==> config.mk <==
export PLATFORM = sky130hd
export DESIGN_NAME = hmmm_mc_core
export DESIGN_NICKNAME = d
export VERILOG_FILES = /design/src/rtl/hmmm_pkg.sv /design/src/rtl/hmmm_regfile.sv /design/src/rtl/hmmm_mc_core.sv
export SDC_FILE = /design/constraint.sdc
export NUM_CORES = 1
export LEC_CHECK = 0
export CAP_MARGIN = 10
export CORE_MARGIN = 5
export CORE_UTILIZATION = 40
export DETAILED_ROUTE_END_ITERATION = 6
export DONT_BUFFER_PORTS = 1
export PLACE_DENSITY = 0.56
export SYNTH_ARGS = -nofsm -noshare
export SYNTH_HDL_FRONTEND = slang
export SYNTH_SLANG_ARGS = --single-unit
==> constraint.sdc <==
create_clock -name clk -period 6.4 [get_ports clk]
set_clock_uncertainty 0.2 [all_clocks]
set_input_delay 0.64 -clock clk [delete_from_list [all_inputs] [get_ports clk]]
set_output_delay 0.64 -clock clk [all_outputs]
set_load 0.1 [all_outputs]
==> src/rtl/hmmm_pkg.sv <==
// HMMM multicycle core shared definitions.
// Opcode and FSM state enums plus instruction field extractors.
package hmmm_pkg;

    typedef enum logic [3:0] {
        OP_NOP    = 4'h0,
        OP_HALT   = 4'h1,
        OP_SETN   = 4'h2,
        OP_LOADN  = 4'h3,
        OP_STOREN = 4'h4,
        OP_LOADR  = 4'h5,
        OP_STORER = 4'h6,
        OP_ADD    = 4'h7,
        OP_SUB    = 4'h8,
        OP_ADDN   = 4'h9,
        OP_JUMPN  = 4'hA,
        OP_JUMPR  = 4'hB,
        OP_CALLN  = 4'hC,
        OP_JEQZN  = 4'hD,
        OP_JNEZN  = 4'hE,
        OP_JLTZN  = 4'hF
    } op_t;

    typedef enum logic [1:0] {
        S_FETCH,
        S_EXEC,
        S_MEM,
        S_HALT
    } state_t;

    // Fields are pulled from a zero-extended 64-bit word so the
    // helpers work for any RW/DATA_W; callers cast to width.
    function automatic logic [63:0] fld_mask(input int w);
        return ~(64'hFFFF_FFFF_FFFF_FFFF << w);
    endfunction

    function automatic logic [63:0] fld_rd(input logic [63:0] i,
                                           input int rw);
        return (i >> 4) & fld_mask(rw);
    endfunction

    function automatic logic [63:0] fld_ra(input logic [63:0] i,
                                           input int rw);
        return (i >> (4 + rw)) & fld_mask(rw);
    endfunction

    function automatic logic [63:0] fld_rb(input logic [63:0] i,
                                           input int rw);
        return (i >> (4 + 2 * rw)) & fld_mask(rw);
    endfunction

    function automatic logic [63:0] fld_imm(input logic [63:0] i,
                                            input int rw,
                                            input int dw);
        return (i >> (4 + 3 * rw)) & fld_mask(dw);
    endfunction

endpackage

==> src/rtl/hmmm_regfile.sv <==
// HMMM register file: two async read ports, one sync write port.
// r0 always reads zero and ignores writes.
module hmmm_regfile
    import hmmm_pkg::*;
#(
    parameter int NREGS  = 8,
    parameter int DATA_W = 8,
    localparam int RW    = $clog2(NREGS)
) (
    input  logic              clk,
    input  logic              reset,
    input  logic              we,
    input  logic [RW-1:0]     waddr,
    input  logic [DATA_W-1:0] wdata,
    input  logic [RW-1:0]     raddr_a,
    output logic [DATA_W-1:0] rdata_a,
    input  logic [RW-1:0]     raddr_b,
    output logic [DATA_W-1:0] rdata_b
);

    logic [DATA_W-1:0] regs [NREGS];

    // Clear on reset; writes to r0 are dropped
    always_ff @(posedge clk) begin
        if (reset) begin
            for (int i = 0; i < NREGS; i++) regs[i] <= '0;
        end else if (we && waddr != '0) begin
            regs[waddr] <= wdata;
        end
    end

    assign rdata_a = (raddr_a == '0) ? '0 : regs[raddr_a];
    assign rdata_b = (raddr_b == '0) ? '0 : regs[raddr_b];

endmodule

==> src/rtl/hmmm_mc_core.sv <==
// HMMM multicycle core: FETCH/EXEC/MEM/HALT over a unified memory
// with a req/ready handshake tolerating wait states.
module hmmm_mc_core
    import hmmm_pkg::*;
#(
    parameter int DATA_W  = 8,
    parameter int NREGS   = 8,
    localparam int RW     = $clog2(NREGS),
    localparam int INSTR_W = 4 + 3 * RW + DATA_W
) (
    input  logic               clk,
    input  logic               reset,
    output logic               mem_req,
    output logic               mem_we,
    output logic [DATA_W-1:0]  mem_addr,
    output logic [DATA_W-1:0]  mem_wdata,
    input  logic [INSTR_W-1:0] mem_rdata,
    input  logic               mem_ready,
    output logic               halted,
    output logic               retire
);

    state_t             state;
    logic [DATA_W-1:0]  pc;
    logic [INSTR_W-1:0] ir;

    op_t               op;
    logic [RW-1:0]     rd, ra, rb;
    logic [DATA_W-1:0] imm, ra_v, rb_v, pc1, npc;
    logic [DATA_W-1:0] ex_wd, rf_wd, maddr;
    logic              ex_we, rf_we;
    logic              is_mem, is_store, is_load;

    assign op  = op_t'(ir[3:0]);
    assign rd  = RW'(fld_rd(64'(ir), RW));
    assign ra  = RW'(fld_ra(64'(ir), RW));
    assign rb  = RW'(fld_rb(64'(ir), RW));
    assign imm = DATA_W'(fld_imm(64'(ir), RW, DATA_W));
    assign pc1 = pc + 1'b1;

    assign is_load  = (op == OP_LOADN) || (op == OP_LOADR);
    assign is_store = (op == OP_STOREN) || (op == OP_STORER);
    assign is_mem   = is_load || is_store;
    assign maddr    = (op == OP_LOADN || op == OP_STOREN) ? imm : rb_v;

    hmmm_regfile #(
        .NREGS  (NREGS),
        .DATA_W (DATA_W)
    ) u_rf (
        .clk     (clk),
        .reset   (reset),
        .we      (rf_we),
        .waddr   (rd),
        .wdata   (rf_wd),
        .raddr_a (ra),
        .rdata_a (ra_v),
        .raddr_b (rb),
        .rdata_b (rb_v)
    );

    // Execute-stage result and next PC for non-memory ops
    always_comb begin
        npc   = pc1;
        ex_we = 1'b0;
        ex_wd = '0;
        unique case (op)
            OP_SETN:  begin ex_we = 1'b1; ex_wd = imm;         end
            OP_ADD:   begin ex_we = 1'b1; ex_wd = ra_v + rb_v; end
            OP_SUB:   begin ex_we = 1'b1; ex_wd = ra_v - rb_v; end
            OP_ADDN:  begin ex_we = 1'b1; ex_wd = ra_v + imm;  end
            OP_CALLN: begin ex_we = 1'b1; ex_wd = pc1; npc = imm; end
            OP_JUMPN: npc = imm;
            OP_JUMPR: npc = ra_v;
            OP_JEQZN: if (ra_v == '0) npc = imm;
            OP_JNEZN: if (ra_v != '0) npc = imm;
            OP_JLTZN: if (ra_v[DATA_W-1]) npc = imm;
            default:  ;
        endcase
    end

    // Register write: EXEC result or completed load
    always_comb begin
        rf_we = 1'b0;
        rf_wd = ex_wd;
        if (!reset) begin
            if (state == S_EXEC) begin
                rf_we = ex_we;
            end else if (state == S_MEM && mem_ready && is_load) begin
                rf_we = 1'b1;
                rf_wd = mem_rdata[DATA_W-1:0];
            end
        end
    end

    // Control FSM: sequence fetch, execute and memory phases
    always_ff @(posedge clk) begin
        if (reset) begin
            state <= S_FETCH;
            pc    <= '0;
            ir    <= '0;
        end else begin
            unique case (state)
                S_FETCH: if (mem_ready) begin
                    ir    <= mem_rdata;
                    state <= S_EXEC;
                end
                S_EXEC: begin
                    if (op == OP_HALT) begin
                        state <= S_HALT;
                    end else if (is_mem) begin
                        state <= S_MEM;
                    end else begin
                        pc    <= npc;
                        state <= S_FETCH;
                    end
                end
                S_MEM: if (mem_ready) begin
                    pc    <= pc1;
                    state <= S_FETCH;
                end
                S_HALT: ;
                default: state <= S_FETCH;
            endcase
        end
    end

    // Bus and status outputs; all quiet while reset is high
    always_comb begin
        mem_req   = 1'b0;
        mem_we    = 1'b0;
        mem_addr  = '0;
        mem_wdata = '0;
        halted    = 1'b0;
        retire    = 1'b0;
        if (!reset) begin
            unique case (state)
                S_FETCH: begin
                    mem_req  = 1'b1;
                    mem_addr = pc;
                end
                S_EXEC: retire = !is_mem;
                S_MEM: begin
                    mem_req   = 1'b1;
                    mem_we    = is_store;
                    mem_addr  = maddr;
                    mem_wdata = is_store ? ra_v : '0;
                    retire    = mem_ready;
                end
                S_HALT: halted = 1'b1;
                default: ;
            endcase
        end
    end

endmodule

==> flow_metrics.tcl, run 1 <==
set metrics [dict create \
    max_stage_delay_ns 0.64 \
    final_cell_mix "nand2_1, nor2_1, edfxtp_1" \
    r2r-end "u_rf.regs[7][7]" \
    outcome "finished, violations left" \
    intPower_mw 1.15 \
    drv_cap 0 \
    critPathMaxFanout 9 \
    rr_worst_depth 16 \
    violations "DRC" \
    totalWireLength_um 18600 \
    initial_core_util 0.409 \
    ios 44 \
    die-area_um2 18300 \
    synth_mux_area_frac 0.158 \
    grt_pass1_vias 4702 \
    p_clk_frac 0.338 \
    async_flop_share 0 \
    leakage_nw 2.31 \
    ys_ff_latch 101 \
    hold_buffers 0 \
    post-route-period-util 0.777 \
    synth_flop_cell "edfxtp_1" \
    ys_types 60 \
    die_w_um 135 \
    final-hold-violation-count 0 \
    crit_type "flop to flop" \
    grt.overflow.total 0 \
    detail_route.wl_per_cell_um 22.3 \
    cp_cell_sequence "mux4_1, mux2i_1, or2_2, ha_1, nor2b_1, a211oi_1, a21oi_1, ha_1, a21o_1, a21oi_1, o21bai_1, a2111o_1, a21o_1, a221o_1, a31oi_4, nor2_1" \
    antenna_found_initial 0 \
    grt_use_total 0.208 \
    gp_congestion 0.926 \
    irDropWorstVdd_uv 139 \
    cp-start-kind "flop" \
    switching_share 0.302 \
    report.final.slew_viol_count 0 \
    postCtsSetupBuffers 0 \
    clk_pin_slew_worst_paths_ns 0.07 \
    hpwl_um 14100 \
    drt_first_iter_violations 672 \
    relSlewSlack 0.192 \
    synth-compound-area-share 0.147 \
    final_nets 655 \
    design_area_um2 6860 \
    grt_start_max_net_pins 50 \
    diodes 0 \
    synthXorXnorAreaFrac 0.0196 \
    clk_path_buf_depth 2 \
    cts_tree "yes" \
    synth_fa_ha_area_frac 0.0291 \
    power_frac_seq 0.467 \
    fmax_ghz 0.201 \
    synth_top_family_by_area "simple AND/OR/NAND/NOR gates" \
    vias_per_cell 5.94 \
    syn_inst 631 \
    netlist_area_um2 6270 \
    combinationalPowerShare 0.195 \
    place_area_um2 6570 \
    antenna_left 0 \
    rows 45 \
    grt_pass1_wl_um 28700 \
    crit_required_ns 6.30 \
    vias 4951 \
    path_depth 16 \
    cp.arrival_ns 4.87 \
    finalSetupViolCount 0 \
    final_common_cell "nand2_1" \
    ys_seq_area_frac 0.425 \
    synth-simple-area-share 0.181 \
    drive_above_1_share 0.130 \
    drc 1 \
    clock-root-buffer "clkbuf_16" \
    worst_path_max_delay_cell "dfxtp_1" \
    area_growth_pct 9.34 \
    critPathBufInv 0 \
    path_delay_family "compound AO/OA/AOI/OAI gates" \
    ys_warn_count 0 \
    die-height_um 135 \
    ctsResizeCount 0 \
    portBuffers 0 \
    clk-insertion-delay-late_ns 0.36 \
    core-area_um2 15300 \
    min_path_type "input pin to flop" \
    grt_setup_unrepaired "no" \
    power-per-cell-area_nw_per_um2 241 \
    synth.avg_cell_area_um2 9.94 \
    endpoint "u_rf.regs[7][7]" \
    cts.sinks 101 \
    min_period_ns 4.97 \
    crit_path_end_kind "flop" \
    finalSetupTns_ns 0 \
    p_sw_uw 498 \
    dr.pass1.iters 7 \
    cts_htree_levels 3 \
    cts_made_buffers 9 \
    r2r_slack_ns 1.43 \
    synth-edff-count 64 \
    worst_slew_pin_slew_ns 1.21 \
]
-- synth_stat cells (15+ instances only) --
cell / n / area share
mux4_2: 19 / 0.068
nor3_1: 16 / 0.013
a22oi_1: 21 / 0.025
a21oi_1: 48 / 0.038
edfxtp_1: 64 / 0.31
o21ai_0: 24 / 0.019
inv_1: 15 / 0.0090
nand2_1: 92 / 0.055
nor2_1: 97 / 0.058
clkbuf_1: 31 / 0.019
dfxtp_1: 37 / 0.12
-- power groups by stage --
stage / sequential (mW) / combinational [mW] / clock (mW)
floorplan: 0.752 / 0.270 / 0
global placement: 0.781 / 0.316 / 0
detailed placement: 0.784 / 0.319 / 0
CTS: 0.770 / 0.320 / 0.567
global route: 0.776 / 0.350 / 0.588
finish: 0.771 / 0.323 / 0.558
-- registers in the layout (all words and copies together), names as in the netlist, named ones only --
register and count:
u_rf.regs 64, ir 21, pc 8, state 2
-- worst min path at each step --
stage                        to  cells after the start  startpoint
after floorplan           ir[5]                      2       ir[5]
after global placement    ir[5]                      2       ir[5]
after detailed placement  ir[5]                      2       ir[5]
after CTS                 ir[4]                      1       reset
after global routing      ir[4]                      1       reset
final                     ir[4]                      1       reset
-- routing by layer --
metal,global-route usage,share of wire,vias up
li1,-,-,2284
met1,0.297,0.44,2418
met2,0.311,0.45,219
met3,0.0475,0.091,30
met4,0.0756,0.027,0
met5,0,0,-
-- area by class of cell --
| class | count | area, um2 |
|---|---|---|
| Fill cell | 1478 | 8460 |
| Multi-Input combinational cell | 481 | 3430 |
| Sequential cell | 101 | 2660 |
| Tap cell | 211 | 264 |
| Clock buffer | 11 | 233 |
| Timing Repair Buffer | 9 | 148 |
| Clock inverter | 5 | 58.8 |
| Inverter | 15 | 56.3 |
-- cell families (layout without fill, tap and decap cells) --
logic type	count (synthesis)	after routing
AO/OA/AOI/OAI	135	135
buffers and inverters	56	40
XOR/XNOR	14	14
other	1	8
multiplexers	52	52
flip-flops	101	101
adder cells (fa/ha/maj)	14	14
AND/OR/NAND/NOR	258	258
-- stage by stage --
step | setup slack (ns) | std cells | hold slack (ns) | power, mW | utilization
finish | 1.43 | 833 | 0.150 | 1.65 | 0.448
global route | 1.19 | 833 | 0.139 | 1.71 | 0.448
CTS | 1.44 | 833 | 0.140 | 1.66 | 0.448
detailed placement | 1.45 | 817 | 0.261 | 1.10 | 0.429
global placement | 1.55 | 817 | 0.252 | 1.10 | 0.429
floorplan | 1.98 | 638 | 0.245 | 1.02 | -
Note: power is estimated with default switching activity, not from simulation.
==> inputs of run 2 (changes only) <==
--- a/config.mk
+++ b/config.mk
@@ -10,7 +10,7 @@
 export CORE_UTILIZATION = 40
 export DETAILED_ROUTE_END_ITERATION = 6
 export DONT_BUFFER_PORTS = 1
-export PLACE_DENSITY = 0.56
+export PLACE_DENSITY = 0.58
 export SYNTH_ARGS = -nofsm -noshare
 export SYNTH_HDL_FRONTEND = slang
 export SYNTH_SLANG_ARGS = --single-unit
==> constraint.sdc (replaced) <==
create_clock -name clk -period 4.3 [get_ports clk]
set_clock_uncertainty 0.2 [all_clocks]
set_input_delay 0.43 -clock clk [delete_from_list [all_inputs] [get_ports clk]]
set_output_delay 0.43 -clock clk [all_outputs]
set_load 0.1 [all_outputs]
==> flow_metrics.tcl, run 2 (synthesis results as in run 1) <==
set metrics [dict create \
    cts.sinks 101 \
    design_area_um2 7460 \
    cp_cell_sequence "buf_12, mux4_2, mux2i_4, or2_4, ha_4, nor2b_4, a211oi_2, a21oi_2, ha_1, a21o_1, a21oi_2, o21bai_1, a2111o_1, a21o_1, a221o_1, a31oi_4, nor2_1" \
    antenna_found_initial 1 \
    drive_above_1_share 0.236 \
    die-height_um 135 \
    grt_start_max_net_pins 35 \
    hpwl_um 14600 \
    dp_slack_ns -0.209 \
    critPathMaxFanout 7 \
    drc 0 \
    rr_worst_depth 17 \
    top_regs "u_rf.regs (64), ir (21), pc (8)" \
    vias_per_cell 5.89 \
    r2r-end "u_rf.regs[6][7]" \
    hold_slack_ns 0.00349 \
    drv_cap 0 \
    clock-root-buffer "clkbuf_16" \
    min_path_type "input pin to flop" \
    relSlewSlack 0.291 \
    die-area_um2 18300 \
    r2r_slack_ns -0.04 \
    violations "setup timing" \
    critPathBufInv 1 \
    place_area_um2 7050 \
    grt.overflow.total 0 \
    final_cell_mix "nand2_1, nor2_1, buf_4" \
    grt_setup_unrepaired "yes" \
    min_period_ns 4.34 \
    grt_pass1_wl_um 29500 \
    worst_slew_pin_slew_ns 1.06 \
    cp-start-kind "flop" \
    path_delay_family "compound AO/OA/AOI/OAI gates" \
    crit_type "flop to flop" \
    crit_path_end_kind "flop" \
    cp.arrival_ns 4.26 \
    max_stage_delay_ns 0.52 \
    cts_made_buffers 9 \
    largest_reg_flops 64 \
    outcome "finished, violations left" \
    antenna_left 0 \
    dr.pass1.iters 5 \
    hold_path_end "ir[14]" \
    diodes 0 \
    gp_congestion 0.943 \
    die_w_um 135 \
    portBuffers 0 \
    ios 44 \
    vias 5317 \
    worst_path_max_delay_cell "mux4_2" \
    clk-insertion-delay-late_ns 0.36 \
    clk_pin_slew_worst_paths_ns 0.08 \
    worstHoldPathCells 2 \
    initial_core_util 0.409 \
    fin_ws_ns -0.0431 \
    final_nets 725 \
    final-hold-violation-count 0 \
    finalSetupTns_ns -0.264 \
    detail_route.wl_per_cell_um 21.3 \
    utilization 0.487 \
    irDropWorstVdd_uv 211 \
    power-per-cell-area_nw_per_um2 341 \
    clk_path_buf_depth 2 \
    core-area_um2 15300 \
    post-route-period-util 1.01 \
    cts_htree_levels 3 \
    leakage_nw 2.66 \
    rows 45 \
    drt_first_iter_violations 500 \
    fmax_ghz 0.230 \
    grt_pass1_vias 5020 \
    report.final.slew_viol_count 0 \
    cts_tree "yes" \
    regMostFlops "u_rf.regs" \
    crit_required_ns 4.21 \
    finalSetupViolCount 7 \
    grt_use_total 0.214 \
    final_common_cell "nand2_1" \
    totalWireLength_um 19200 \
    hold_path_startpoint "mem_rdata[14]" \
    area_growth_pct 19.0 \
]
[run 2: report_power, final]
part	internal, mW	switching [mW]
logic	0.260	0.343
registers	1.07	0.0504
clock network	0.410	0.406
total	1.74	0.799
[run 2: final cells by class]
| class | instances | area (um2) |
|---|---|---|
| Multi-Input combinational cell | 481 | 3470 |
| Sequential cell | 101 | 2660 |
| Clock buffer | 10 | 229 |
| Fill cell | 1426 | 7850 |
| Clock inverter | 6 | 58.8 |
| Inverter | 15 | 56.3 |
| Timing Repair Buffer | 79 | 716 |
| Tap cell | 211 | 264 |
[run 2: worst reg2reg max path, cell delays in order (launching register included)]
cell	delay [ns]
dfxtp_2	0.35
buf_12	0.12
mux4_2	0.52
mux2i_4	0.17
or2_4	0.17
ha_4	0.20
nor2b_4	0.12
a211oi_2	0.19
a21oi_2	0.06
ha_1	0.28
a21o_1	0.19
a21oi_2	0.14
o21bai_1	0.10
a2111o_1	0.39
a21o_1	0.18
a221o_1	0.35
a31oi_4	0.29
nor2_1	0.10
[run 2: routing by layer]
metal / part of all wire / wire, um / track usage
met1: 0.44 / 8430 / 0.303
met2: 0.46 / 8790 / 0.327
met3: 0.081 / 1550 / 0.0487
met4: 0.022 / 418 / 0.0677
met5: 0.00068 / 13 / 0
[run 2: worst max-delay path by stage]
| stage | start | to | depth (start not counted) |
|---|---|---|---|
| floorplan | flop | u_rf.regs[5][7] | 18 |
| global placement | flop | u_rf.regs[4][7] | 17 |
| detailed placement | flop | u_rf.regs[4][7] | 17 |
| CTS | flop | u_rf.regs[4][7] | 17 |
| global route | flop | u_rf.regs[1][7] | 17 |
| finish | flop | u_rf.regs[6][7] | 17 |
[run 2: metrics by stage]
stage | total power [mW] | cells
2_1_floorplan | 1.52 | 638
3_3_place_gp | 1.69 | 877
3_5_place_dp | 1.70 | 877
4_1_cts | 2.53 | 901
5_1_grt | 2.64 | 903
6_report | 2.54 | 903
[run 2: timing repair]
item | CTS | global route
setup buffers | 5 | 2
endpoints found under the hold margin | 40 | 0
gates resized for setup | 7 | 7
endpoints found under the setup margin | 7 | 14
hold buffers | 3 | 0
pin swaps | 7 | 2
==> inputs of run 3 (changes only) <==
--- a/config.mk
+++ b/config.mk
@@ -6,6 +6,7 @@
 export NUM_CORES = 1
 export LEC_CHECK = 0
 export CAP_MARGIN = 10
+export CORE_ASPECT_RATIO = 1.1
 export CORE_MARGIN = 5
 export CORE_UTILIZATION = 40
 export DETAILED_ROUTE_END_ITERATION = 6
==> flow_metrics.tcl, run 3 (synthesis results as in run 1) <==
set metrics [dict create \
    leakage_nw 2.66 \
    relSlewSlack 0.286 \
    dp_slack_ns -0.190 \
    antenna_found_initial 0 \
    nFillCells 1430 \
    cp_cell_sequence "mux4_2, mux2i_2, or2_4, ha_4, nor2b_4, a211oi_2, a21oi_2, ha_1, a21o_1, a21oi_2, o21bai_1, a2111o_1, a21o_1, a221o_1, a31oi_4, nor2_1" \
    gp_congestion 0.939 \
    clock-root-buffer "clkbuf_16" \
    finalSetupTns_ns 0 \
    cts_htree_levels 3 \
    crit_type "flop to flop" \
    die_w_um 129 \
    rr_worst_depth 16 \
    final_nets 726 \
    stdcell_count 893 \
    largest_reg_flops 64 \
    fmax_ghz 0.233 \
    design_area_um2 7470 \
    cp.arrival_ns 4.20 \
    utilization 0.481 \
    rows 48 \
    grt_pass1_vias 5170 \
    worst_path_max_delay_cell "mux4_2" \
    clk_path_buf_depth 2 \
    grt_setup_unrepaired "yes" \
    worst_slew_pin_slew_ns 1.07 \
    die-height_um 141 \
    initial_core_util 0.403 \
    ios 44 \
    vias 5208 \
    core-area_um2 15600 \
    drt_first_iter_violations 592 \
    clk_pin_slew_worst_paths_ns 0.08 \
    final_cell_mix "nand2_1, nor2_1, buf_4, edfxtp_1, a21oi_1" \
    top_regs "u_rf.regs (64), ir (21), pc (8)" \
    clk-insertion-delay-late_ns 0.37 \
    drc 0 \
    die-area_um2 18300 \
    diodes 0 \
    power-per-cell-area_nw_per_um2 347 \
    endpoint "u_rf.regs[4][7]" \
    regMostFlops "u_rf.regs" \
    crit_path_end_kind "flop" \
    portBuffers 0 \
    power_mw 2.59 \
    critPathMaxFanout 7 \
    grt.overflow.total 0 \
    r2r_slack_ns 0.01 \
    vias_per_cell 5.83 \
    area_growth_pct 19.2 \
    crit_required_ns 4.21 \
    detail_route.wl_per_cell_um 21.4 \
    cts_tree "yes" \
    place_area_um2 6970 \
    cts_made_buffers 9 \
    totalWireLength_um 19100 \
    antenna_left 0 \
    regArea_um2 2670 \
    grt_use_total 0.216 \
    report.final.slew_viol_count 0 \
    outcome "completed" \
    dp_cells 861 \
    cts.sinks 101 \
    post-route-period-util 0.997 \
    finalSetupViolCount 0 \
    multiInputGateArea_um2 3470 \
    cp-start-kind "flop" \
    min_path_type "input pin to flop" \
    final_common_cell "nand2_1" \
    fin_ws_ns 0.0132 \
    max_stage_delay_ns 0.53 \
    hpwl_um 14500 \
    dr.pass1.iters 7 \
    r2r-end "u_rf.regs[4][7]" \
    drv_cap 0 \
    grt_start_max_net_pins 38 \
    grt_pass1_wl_um 29800 \
    irDropWorstVdd_uv 321 \
    drive_above_1_share 0.228 \
    hold_slack_ns 0.00560 \
    min_period_ns 4.29 \
    final-hold-violation-count 0 \
]
==> run 3: worst min-delay path by stage <==
| stage | start | end | slack (ns) | cells after the start |
|---|---|---|---|---|
| after global placement | ir[12] | ir[12] | 0.26 | 2 |
| after detailed placement | ir[8] | flop | 0.27 | 2 |
| after global routing | mem_rdata[0] | ir[0] | 0.002 | 2 |
| after CTS | mem_rdata[0] | ir[0] | 0.003 | 2 |
| final | mem_rdata[15] | ir[15] | 0.006 | 2 |
| after floorplan | ir[5] | ir[5] | 0.25 | 2 |
==> run 3: report_power, final <==
part / leakage (nW) / switching [mW] / total, mW / internal [mW]
Combinational: 1.55 / 0.338 / 0.598 / 0.261
Sequential: 0.962 / 0.0501 / 1.12 / 1.07
Clock: 0.150 / 0.405 / 0.870 / 0.465
==> run 3: per-layer routing <==
layer,GRT usage,up-vias,share of wire
li1,-,2425,-
met1,0.264,2537,0.39
met2,0.373,199,0.51
met3,0.0433,47,0.058
met4,0.0835,0,0.039
met5,0,-,0
==> run 3: repair_timing <==
item | 4_1_cts | 5_1_grt
resized for setup | 8 | 7
setup buffers | 5 | 0
hold buffers | 11 | 0
pin swaps | 2 | 5
setup endpoints to repair | 7 | 14
hold endpoints to repair | 43 | 0
==> run 3: final cells by class <==
cell class / count / area share
multi-input cells: 481 / 0.464
flip-flops and latches: 101 / 0.357
repair buffers: 80 / 0.0966
well taps: 200 / 0.0335
clock buffers: 9 / 0.0301
clock inverters: 7 / 0.0116
inverters: 15 / 0.00753
==> run 3: critical path: cells and delay by family, from the launching register on <==
kind / cells / cell delay (ns)
AO/OA/AOI/OAI: 9 / 1.88
flip-flops: 1 / 0.41
multiplexers: 2 / 0.72
AND/OR/NAND/NOR: 3 / 0.37
adder cells (fa/ha/maj): 2 / 0.46
